==> config.mk <==
export PLATFORM = sky130hd
export DESIGN_NAME = operand_fetch
export DESIGN_NICKNAME = d
export VERILOG_FILES = /design/src/rtl/opfetch_pkg.sv /design/src/rtl/opfetch_scoreboard.sv /design/src/rtl/operand_fetch.sv
export SDC_FILE = /design/constraint.sdc
export NUM_CORES = 1
export LEC_CHECK = 0
export CORE_MARGIN = 5
export CORE_UTILIZATION = 47
export DETAILED_ROUTE_END_ITERATION = 10
export MAX_ROUTING_LAYER = met4
export PLACE_DENSITY_LB_ADDON = 0.08
export SLEW_MARGIN = 0
export SYNTH_ARGS = -nofsm -noshare
export SYNTH_HDL_FRONTEND = slang
export SYNTH_SLANG_ARGS = --single-unit
==> constraint.sdc <==
create_clock -name clk -period 8.1 [get_ports clk]
set_input_delay 0.81 -clock clk [delete_from_list [all_inputs] [get_ports clk]]
set_output_delay 0.81 -clock clk [all_outputs]
set_load 0.005 [all_outputs]
==> src/rtl/opfetch_pkg.sv <==
// Shared sizes and the ID/EX payload type for the operand fetch stage.
//   DATA_W       : operand/data width
//   AW           : register address width
//   NREG         : number of architectural registers (scoreboard depth)
//   idex_entry_t : operand A, operand B, destination, destination write enable
package opfetch_pkg;

  localparam int unsigned DATA_W = 32;
  localparam int unsigned AW     = 5;
  localparam int unsigned NREG   = 32;

  typedef struct packed {
    logic [DATA_W-1:0] op_a;
    logic [DATA_W-1:0] op_b;
    logic [AW-1:0]     rd;
    logic              wen;
  } idex_entry_t;

endpackage

==> src/rtl/opfetch_scoreboard.sv <==
// In-flight destination scoreboard: one busy bit per register, one producer each.
// Ports:
//   clk, rst          : clock, asynchronous active-high reset (clears all bits)
//   set_en_i/addr_i   : mark a register busy (issued producer)
//   clr_en_i/addr_i   : mark a register free (write-back)
//   rd_a/b/w_addr_i   : lookup addresses (source A, source B, destination)
//   busy_a/b/w_c_o    : combinational lookup results on the registered vector
// A set and clear to the same address in one cycle leaves the bit set.
// Register 0 never reads busy.
module opfetch_scoreboard
  import opfetch_pkg::*;
(
  input  logic          clk,
  input  logic          rst,
  input  logic          set_en_i,
  input  logic [AW-1:0] set_addr_i,
  input  logic          clr_en_i,
  input  logic [AW-1:0] clr_addr_i,
  input  logic [AW-1:0] rd_a_addr_i,
  input  logic [AW-1:0] rd_b_addr_i,
  input  logic [AW-1:0] rd_w_addr_i,
  output logic          busy_a_c_o,
  output logic          busy_b_c_o,
  output logic          busy_w_c_o
);

  logic [NREG-1:0] busy_q;
  logic [NREG-1:0] busy_d;

  // Clear first so a same-cycle set on the same address wins.
  always_comb begin
    busy_d = busy_q;
    if (clr_en_i) busy_d[clr_addr_i] = 1'b0;
    if (set_en_i) busy_d[set_addr_i] = 1'b1;
    busy_d[0] = 1'b0;
  end

  always_ff @(posedge clk or posedge rst) begin
    if (rst) busy_q <= '0;
    else     busy_q <= busy_d;
  end

  assign busy_a_c_o = busy_q[rd_a_addr_i];
  assign busy_b_c_o = busy_q[rd_b_addr_i];
  assign busy_w_c_o = busy_q[rd_w_addr_i];

endmodule

==> src/rtl/operand_fetch.sv <==
// Decode-to-execute operand fetch stage with RAW/WAW stall and a one-entry
// ID/EX register.
// Ports:
//   clk, rst                         : clock, asynchronous active-high reset
//   in_valid/in_ready                : decoded instruction handshake (in_ready comb)
//   in_rs/in_rt/in_use_rt            : sources; in_use_rt=0 selects in_imm for B
//   in_rd/in_wen/in_imm              : destination, its write enable, immediate
//   rf_raddr1/2, rf_rdata1/2         : register-file read port (addresses comb)
//   wb_we/wb_waddr/wb_wdata          : write-back bus (also frees scoreboard)
//   out_valid/out_ready              : ID/EX handshake
//   out_op_a/out_op_b/out_rd/out_wen : registered ID/EX payload
// Configuration macro OPFETCH_BYPASS_EN: when defined, a same-cycle write-back
// to a source register resolves the RAW via wb_wdata; otherwise the stage waits
// for the busy bit to clear and reads the register file.
module operand_fetch
  import opfetch_pkg::*;
#(
  parameter int unsigned DATA_W = opfetch_pkg::DATA_W,
  parameter int unsigned AW     = opfetch_pkg::AW
) (
  input  logic              clk,
  input  logic              rst,
  input  logic              in_valid,
  output logic              in_ready,
  input  logic [AW-1:0]     in_rs,
  input  logic [AW-1:0]     in_rt,
  input  logic              in_use_rt,
  input  logic [AW-1:0]     in_rd,
  input  logic              in_wen,
  input  logic [DATA_W-1:0] in_imm,
  output logic [AW-1:0]     rf_raddr1,
  output logic [AW-1:0]     rf_raddr2,
  input  logic [DATA_W-1:0] rf_rdata1,
  input  logic [DATA_W-1:0] rf_rdata2,
  input  logic              wb_we,
  input  logic [AW-1:0]     wb_waddr,
  input  logic [DATA_W-1:0] wb_wdata,
  output logic              out_valid,
  input  logic              out_ready,
  output logic [DATA_W-1:0] out_op_a,
  output logic [DATA_W-1:0] out_op_b,
  output logic [AW-1:0]     out_rd,
  output logic              out_wen
);

  logic              busy_a;
  logic              busy_b;
  logic              busy_w;
  logic              byp_a;
  logic              byp_b;
  logic              raw_a;
  logic              raw_b;
  logic              waw;
  logic              hazard;
  logic              accept;
  logic              sb_set;
  logic [DATA_W-1:0] reg_a;
  logic [DATA_W-1:0] reg_b;

  logic              valid_q;
  logic              valid_d;
  idex_entry_t       entry_q;
  idex_entry_t       entry_d;

  assign rf_raddr1 = in_rs;
  assign rf_raddr2 = in_rt;

  opfetch_scoreboard u_sb (
    .clk         (clk),
    .rst         (rst),
    .set_en_i    (sb_set),
    .set_addr_i  (in_rd),
    .clr_en_i    (wb_we),
    .clr_addr_i  (wb_waddr),
    .rd_a_addr_i (in_rs),
    .rd_b_addr_i (in_rt),
    .rd_w_addr_i (in_rd),
    .busy_a_c_o  (busy_a),
    .busy_b_c_o  (busy_b),
    .busy_w_c_o  (busy_w)
  );

`ifdef OPFETCH_BYPASS_EN
  assign byp_a = wb_we && (wb_waddr == in_rs) && (in_rs != '0);
  assign byp_b = wb_we && (wb_waddr == in_rt) && (in_rt != '0);

  // Register value: r0 is hard zero, then write-back bypass, then register file.
  always_comb begin
    reg_a = rf_rdata1;
    reg_b = rf_rdata2;
    if (byp_a)           reg_a = wb_wdata;
    if (byp_b)           reg_b = wb_wdata;
    if (in_rs == '0)     reg_a = '0;
    if (in_rt == '0)     reg_b = '0;
  end
`else
  logic unused_wdata;

  assign byp_a        = 1'b0;
  assign byp_b        = 1'b0;
  assign unused_wdata = ^wb_wdata;

  // Register value: r0 is hard zero, otherwise the register file.
  always_comb begin
    reg_a = rf_rdata1;
    reg_b = rf_rdata2;
    if (in_rs == '0) reg_a = '0;
    if (in_rt == '0) reg_b = '0;
  end
`endif

  // Hazards; a write-back to the destination this cycle lifts the WAW because
  // the scoreboard lets the new set win over the clear.
  assign raw_a  = busy_a && (in_rs != '0) && !byp_a;
  assign raw_b  = in_use_rt && busy_b && (in_rt != '0) && !byp_b;
  assign waw    = in_wen && (in_rd != '0) && busy_w && !(wb_we && (wb_waddr == in_rd));
  assign hazard = raw_a || raw_b || waw;

  assign in_ready = (!valid_q || out_ready) && !hazard;
  assign accept   = in_valid && in_ready;
  assign sb_set   = accept && in_wen && (in_rd != '0);

  // ID/EX register next state: load on accept, drain on consume, else hold.
  always_comb begin
    valid_d = valid_q;
    entry_d = entry_q;
    if (accept) begin
      valid_d      = 1'b1;
      entry_d.op_a = reg_a;
      entry_d.op_b = in_use_rt ? reg_b : in_imm;
      entry_d.rd   = in_rd;
      entry_d.wen  = in_wen;
    end else if (out_ready) begin
      valid_d = 1'b0;
    end
  end

  always_ff @(posedge clk or posedge rst) begin
    if (rst) begin
      valid_q <= 1'b0;
      entry_q <= '0;
    end else begin
      valid_q <= valid_d;
      entry_q <= entry_d;
    end
  end

  assign out_valid = valid_q;
  assign out_op_a  = entry_q.op_a;
  assign out_op_b  = entry_q.op_b;
  assign out_rd    = entry_q.rd;
  assign out_wen   = entry_q.wen;

endmodule

==> results.json, run 1 <==
{
  "swShare_pct": 28.5,
  "hold_viol": 0,
  "critPathKind": "input port to primary output",
  "final_util_pct": 66.9,
  "clkTransAtPathRegs_ps": 60,
  "ant_nets": 0,
  "post_cts_buffers": 0,
  "drt-initial-drc-count": 278,
  "cts_buffer_depth": 2,
  "insertion_delay_ps": 350,
  "cp_slowest_cell": "clkdlybuf4s50_1",
  "crit_path_frequent_cell": "clkdlybuf4s50_1",
  "cts.sinks": 102,
  "drc": 0,
  "layout.cells.non_filler": 896,
  "first_global_vias": 5209,
  "p_int_mw": 1.23,
  "placedCellCount": 880,
  "grt_max_degree": 80,
  "die_width_um": 120,
  "cts_tree": "built",
  "cts.repair.resized": 0,
  "vdd_drop_max_mv": 0.135,
  "syn-num-nets": 732,
  "start_util_pct": 47.6,
  "finalCritPeriodShare_pct": 60.5,
  "crit_path_end_kind": "primary output",
  "dieArea_sq_mm": 0.0144,
  "rsz0062_at_grt": "false",
  "startpoint": "in_rd[0]",
  "ys_async_sr_fraction_pct": 100,
  "worstPathCellList": "clkdlybuf4s50_1 -> mux4_2 -> a221oi_1 -> o21ai_0 -> a32oi_1 -> and3_1 -> clkdlybuf4s50_1",
  "ys.flop_type": "dfrtp_1",
  "pwr-share-clk_pct": 24.5,
  "fmaxAchievable_mhz": 204,
  "r2r-start": "u_sb.busy_q[9]",
  "routed_via_density": 5.53,
  "hp-class": "register to register",
  "crit_buf_inv": 2,
  "hold_depth": 1,
  "via_count": 4953,
  "layout-drive-gt1-share_pct": 8.14,
  "synth-seq-cells": 102,
  "synth_top_area_share_pct": 45.0,
  "max_stage_delay_ps": 1200,
  "worstMarginPinSlew_ps": 1240,
  "ys_seq_area_share_pct": 45.0,
  "cts-root-buf": "clkbuf_16",
  "period_minus_slack_ps": 4900,
  "synth.distinct_cells": 36,
  "cp_top_family": "buffers and inverters",
  "min_to": "out_op_b[3]",
  "drtPass1Iterations": 5,
  "placementRows": 40,
  "diodes": 0,
  "synth_area_leaders": "dfrtp_1 (45%), mux2i_1 (11%), o21ai_0 (5.8%)",
  "syn-cell-area_sq_mm": 0.00567,
  "status": "finished clean",
  "die_h_um": 120,
  "hold_path.startpoint": "out_op_b[3]",
  "critPathMaxFanout": 22,
  "yosys_warnings": 0,
  "fillCellCount": 927,
  "setup_viol_count_final": 0,
  "comb_power_share_pct": 33.7,
  "leakage_nw": 3.70,
  "syn_inst": 577,
  "synth_edf_count": 0,
  "dp_hpwl_um": 12000,
  "r2r.worst_path.cells": 8,
  "fin_skew_ps": 7.31,
  "power.density_mw_per_mm2": 216,
  "r2r_slack_ps": 4930,
  "p_sw_mw": 0.491,
  "synth_top_cell_by_area": "dfrtp_1",
  "routed_wl_um": 16100,
  "antenna_found_initial": 0,
  "postCtsHoldBufs": 0,
  "pwr-share-seq_pct": 41.8,
  "htree_levels": 3,
  "syn_to_final_growth_pct": 40.6,
  "worstPathArrival_ps": 4090,
  "worstPathRequired_ps": 7290,
  "num_io_pins": 237,
  "cap_viol_max_count": 0,
  "grt-ovfl-total": 0,
  "report.final.slew_viol_count": 0,
  "grt.total_usage_pct": 23.4,
  "cp-start-kind": "input port",
  "core_sq_mm": 0.0119,
  "grt_pass1_wl_um": 26100,
  "numPortBuffers": 204,
  "r2r_end": "out_rd[2]",
  "avgSynthCellArea_sq_um": 9.82,
  "fin_nets": 899,
  "fin_tns_setup_ps": 0,
  "maxSlewHeadroom_pct": 17.1,
  "cts_inserted_buffers": 9,
  "gp_congestion": 0.894,
  "wl_per_cell_um": 18.0
}
-- state kept, by name (all words and copies together) (netlist names) --
register     cells
out_valid        1
u_sb.busy_q     31
out_op_b        32
out_op_a        32
out_rd           5
out_wen          1
-- Yosys cell counts (7+ instances only) --
master / n
inv_1: 67
nor2_1: 8
buf_4: 10
or3b_2: 7
buf_2: 14
o31ai_1: 32
mux2i_1: 60
nand2_1: 73
mux2_2: 24
mux2_1: 16
mux4_2: 10
nand3b_1: 13
o21ai_0: 66
clkbuf_1: 22
nand3_1: 9
dfrtp_1: 102
-- metrics by stage --
step / hold WS (ps) / power, mW / area [sq um] / worst slack, ps
finish: 493 / 1.72 / 7970 / 3200
global route: 514 / 1.82 / 7970 / 3080
CTS: 503 / 1.74 / 7970 / 3220
detailed placement: 487 / 1.31 / 7670 / 3220
global placement: 473 / 1.29 / 7670 / 3290
floorplan: 489 / 0.947 / 5670 / 4610
-- logic make-up (layout without fill, tap and decap cells) --
| group | Yosys count | count (layout) | synth area share [%] |
|---|---|---|---|
| simple gates | 126 | 126 | 10.7 |
| buf+inv | 118 | 290 | 8.79 |
| flops | 102 | 102 | 45.0 |
| mux | 110 | 110 | 22.5 |
| compound gates | 116 | 116 | 12.2 |
| xor+xnor | 5 | 5 | 0.773 |
-- power groups by stage --
stage	Combinational [mW]	Clock [mW]	Sequential (mW)
3_3_place_gp	0.573	0	0.719
4_1_cts	0.588	0.432	0.719
6_report	0.579	0.422	0.719
5_1_grt	0.630	0.454	0.737
2_1_floorplan	0.224	0	0.723
3_5_place_dp	0.585	0	0.727
-- area by class of cell --
| cell class | count | area (sq um) | share of cell area, % |
|---|---|---|---|
| inverters | 67 | 254 | 3.19 |
| flip-flops and latches | 102 | 2550 | 32.0 |
| well taps | 147 | 184 | 2.31 |
| clock buffers | 11 | 253 | 3.17 |
| repair buffers | 207 | 2060 | 25.9 |
| clock inverters | 5 | 41.3 | 0.518 |
| multi-input cells | 357 | 2620 | 32.9 |
-- metal layers --
layer,up-vias,share of wire (%),track usage [%]
met3,39,9.6,6.27
met4,0,2.7,8.23
met1,2330,41,29.8
met5,-,0,-
li1,2313,-,-
met2,271,47,36.2
-- cell usage in the layout, fill, tap and decap left out, drive strengths merged, types with 2 or more instances in the layout --
cell type      instances
dfrtp                102
buf                    3
nand3                  9
nor3                   2
mux2i                 60
and3                   2
xor2                   4
o21ai                 66
a22oi                  2
o31ai                 32
or3                    2
inv                   69
mux4                  10
nor2b                  3
o22ai                  4
nor2                   8
nor4                   3
a21oi                  5
clkdlybuf4s50        204
nand2b                 2
nand3b                13
clkbuf                11
nand2                 73
a221oi                 2
mux2                  40
clkinv                 2
or3b                   7
-- how the worst max path moves through the flow --
stage | to | slack [ps] | cells after the start
after detailed placement | in_ready | 3220 | 7
final | in_ready | 3200 | 7
after global routing | in_ready | 3080 | 7
after floorplan | out_op_a[0] | 4610 | 1
after CTS | in_ready | 3220 | 7
after global placement | in_ready | 3290 | 7
Note: power is estimated with default switching activity, not from simulation.
==> inputs of run 2 (changes only) <==
--- a/config.mk
+++ b/config.mk
@@ -6,7 +6,7 @@
 export NUM_CORES = 1
 export LEC_CHECK = 0
 export CORE_MARGIN = 5
-export CORE_UTILIZATION = 47
+export CORE_UTILIZATION = 39
 export DETAILED_ROUTE_END_ITERATION = 10
 export MAX_ROUTING_LAYER = met4
 export PLACE_DENSITY_LB_ADDON = 0.08
==> constraint.sdc (replaced) <==
create_clock -name clk -period 4.1 [get_ports clk]
set_input_delay 0.41 -clock clk [delete_from_list [all_inputs] [get_ports clk]]
set_output_delay 0.41 -clock clk [all_outputs]
set_load 0.005 [all_outputs]
==> run 2 against run 1 <==
  * Via count is essentially flat
  * Clock power increased by 110%
  * First-iteration DRC count shrank 4.0%
  * Final cell count up 4.6%
  * Setup slack worse by 2600 ps
  * Routed wire length rose by 6.5%
  * Sequential power up 97%
  * Die area grew 19%
  * Count of clock-buffer cells in the layout grew 1
  * Total power up 100%
  * Core utilization shrank 11 points
  * Global-route usage decreased by 3.1 points
  * Critical path type unchanged
  * Largest cell class unchanged
  * Largest power group unchanged
==> results.json, run 2 (synthesis results as in run 1) <==
{
  "status": "finished clean",
  "diodes": 0,
  "wl_per_cell_um": 18.3,
  "p_int_mw": 2.47,
  "vdd_drop_max_mv": 0.226,
  "die_width_um": 131,
  "drt-initial-drc-count": 267,
  "numPortBuffers": 204,
  "fillCellCount": 1238,
  "clkTransAtPathRegs_ps": 70,
  "grt.total_usage_pct": 20.3,
  "r2r-start": "u_sb.busy_q[22]",
  "postCtsHoldBufs": 0,
  "grt_max_degree": 69,
  "syn_to_final_growth_pct": 42.2,
  "die_h_um": 131,
  "fin_tns_setup_ps": 0,
  "startpoint": "in_rs[1]",
  "start_util_pct": 39.4,
  "wl_met1_um": 7240,
  "routed_wl_um": 17200,
  "drc": 0,
  "htree_levels": 3,
  "top_layer": "met4",
  "regArea_sq_mm": 0.00255,
  "cts.repair.resized": 0,
  "hold_viol": 0,
  "r2r.worst_path.cells": 7,
  "layout-drive-gt1-share_pct": 8.37,
  "fmaxAchievable_mhz": 284,
  "drtPass1Iterations": 5,
  "antenna_found_initial": 0,
  "dieArea_sq_mm": 0.0170,
  "hp-class": "input port to asynchronous set/reset pin",
  "num_io_pins": 237,
  "pwr-share-seq_pct": 41.2,
  "grt_pass1_wl_um": 26100,
  "cts_tree": "built",
  "cts_buffer_depth": 2,
  "rsz0062_at_grt": "false",
  "critPathKind": "input port to primary output",
  "power.density_mw_per_mm2": 429,
  "critPathMaxFanout": 11,
  "first_global_vias": 5048,
  "final_cell_mix": "clkdlybuf4s50_1 (204), dfrtp_1 (102), nand2_1 (73)",
  "p_sw_mw": 0.984,
  "worstPathArrival_ps": 3110,
  "pwr-share-clk_pct": 25.6,
  "dr_wl_met3_um": 1670,
  "swShare_pct": 28.5,
  "final_common_cell": "clkdlybuf4s50_1",
  "report.final.slew_viol_count": 0,
  "cts-root-buf": "clkbuf_16",
  "multi_input_area_sq_mm": 0.00262,
  "period_minus_slack_ps": 3520,
  "route.met2.wl_um": 7920,
  "setup_viol_count_final": 0,
  "comb_power_share_pct": 33.2,
  "core_sq_mm": 0.0144,
  "cp-start-kind": "input port",
  "worstMarginPinSlew_ps": 1220,
  "ant_nets": 0,
  "grt-ovfl-total": 0,
  "gp_congestion": 0.914,
  "worstPathRequired_ps": 3690,
  "placementRows": 44,
  "cts.sinks": 102,
  "cap_viol_max_count": 0,
  "crit_path_end_kind": "primary output",
  "cts_inserted_buffers": 9,
  "maxSlewHeadroom_pct": 18.6,
  "dp_hpwl_um": 12500,
  "fin_skew_ps": 10.3,
  "insertion_delay_ps": 350,
  "via_count": 4957,
  "leakage_nw": 3.73,
  "routed_via_density": 5.29,
  "post_cts_buffers": 0,
  "fin_nets": 903,
  "totalPowerFinal_mw": 3.46,
  "finalCritPeriodShare_pct": 85.9
}
[run 2: cell types whose count changed in the layout (fill, tap and decap cells not counted), sizes merged]
cell / change
buf: +4
bufinv: +1
clkbuf: +1
clkinv: -1
clkinvlp: -1
[run 2: worst max-delay path: stages]
cell and delay [ps]:
clkdlybuf4s50_1 830, mux4_2 390, mux2_2 270, nor3b_1 190, a21oi_1 60, a32oi_1 260
and3_1 200, clkdlybuf4s50_1 500
[run 2: per-stage QoR]
| stage | setup slack, ps | cells | instance area, sq um | hold WS (ps) | util, % |
|---|---|---|---|---|---|
| 2_1_floorplan | 1010 | 577 | 5670 | 489 | - |
| 3_3_place_gp | 528 | 921 | 7760 | 473 | 54.0 |
| 3_5_place_dp | 497 | 921 | 7760 | 483 | 54.0 |
| 4_1_cts | 521 | 937 | 8060 | 471 | 56.1 |
| 5_1_grt | 383 | 937 | 8060 | 508 | 56.1 |
| 6_report | 578 | 937 | 8060 | 453 | 56.1 |
[run 2: final timing paths]
check                                   to  slack [ps]
setup / recovery                  in_ready         580
hold / removal                out_op_a[14]         450
setup reg to reg              out_op_b[11]        1300
max in group asynchronous  u_sb.busy_q[19]        2800
hold reg to reg                    out_wen         490
min in group clk                   out_wen         490
[run 2: metal layers]
layer	vias up	track usage, %
met5	-	-
met4	0	7.08
met3	23	5.41
met2	226	30.9
met1	2386	26.2
li1	2322	-
[run 2: layout make-up]
cell class / count / area share (%)
timing repair buffer: 211 / 26.1
sequential: 102 / 31.7
multi-input combinational: 357 / 32.5
clock buffer: 12 / 3.06
inverter: 67 / 3.15
tap: 184 / 2.86
clock inverter: 4 / 0.652
[run 2: power by group through the flow]
| stage | clock network [mW] | registers, mW | logic [mW] |
|---|---|---|---|
| after floorplan | 0 | 1.43 | 0.443 |
| after global placement | 0 | 1.42 | 1.15 |
| after detailed placement | 0 | 1.44 | 1.16 |
| after CTS | 0.906 | 1.42 | 1.17 |
| after global routing | 0.939 | 1.46 | 1.25 |
| final | 0.885 | 1.42 | 1.15 |
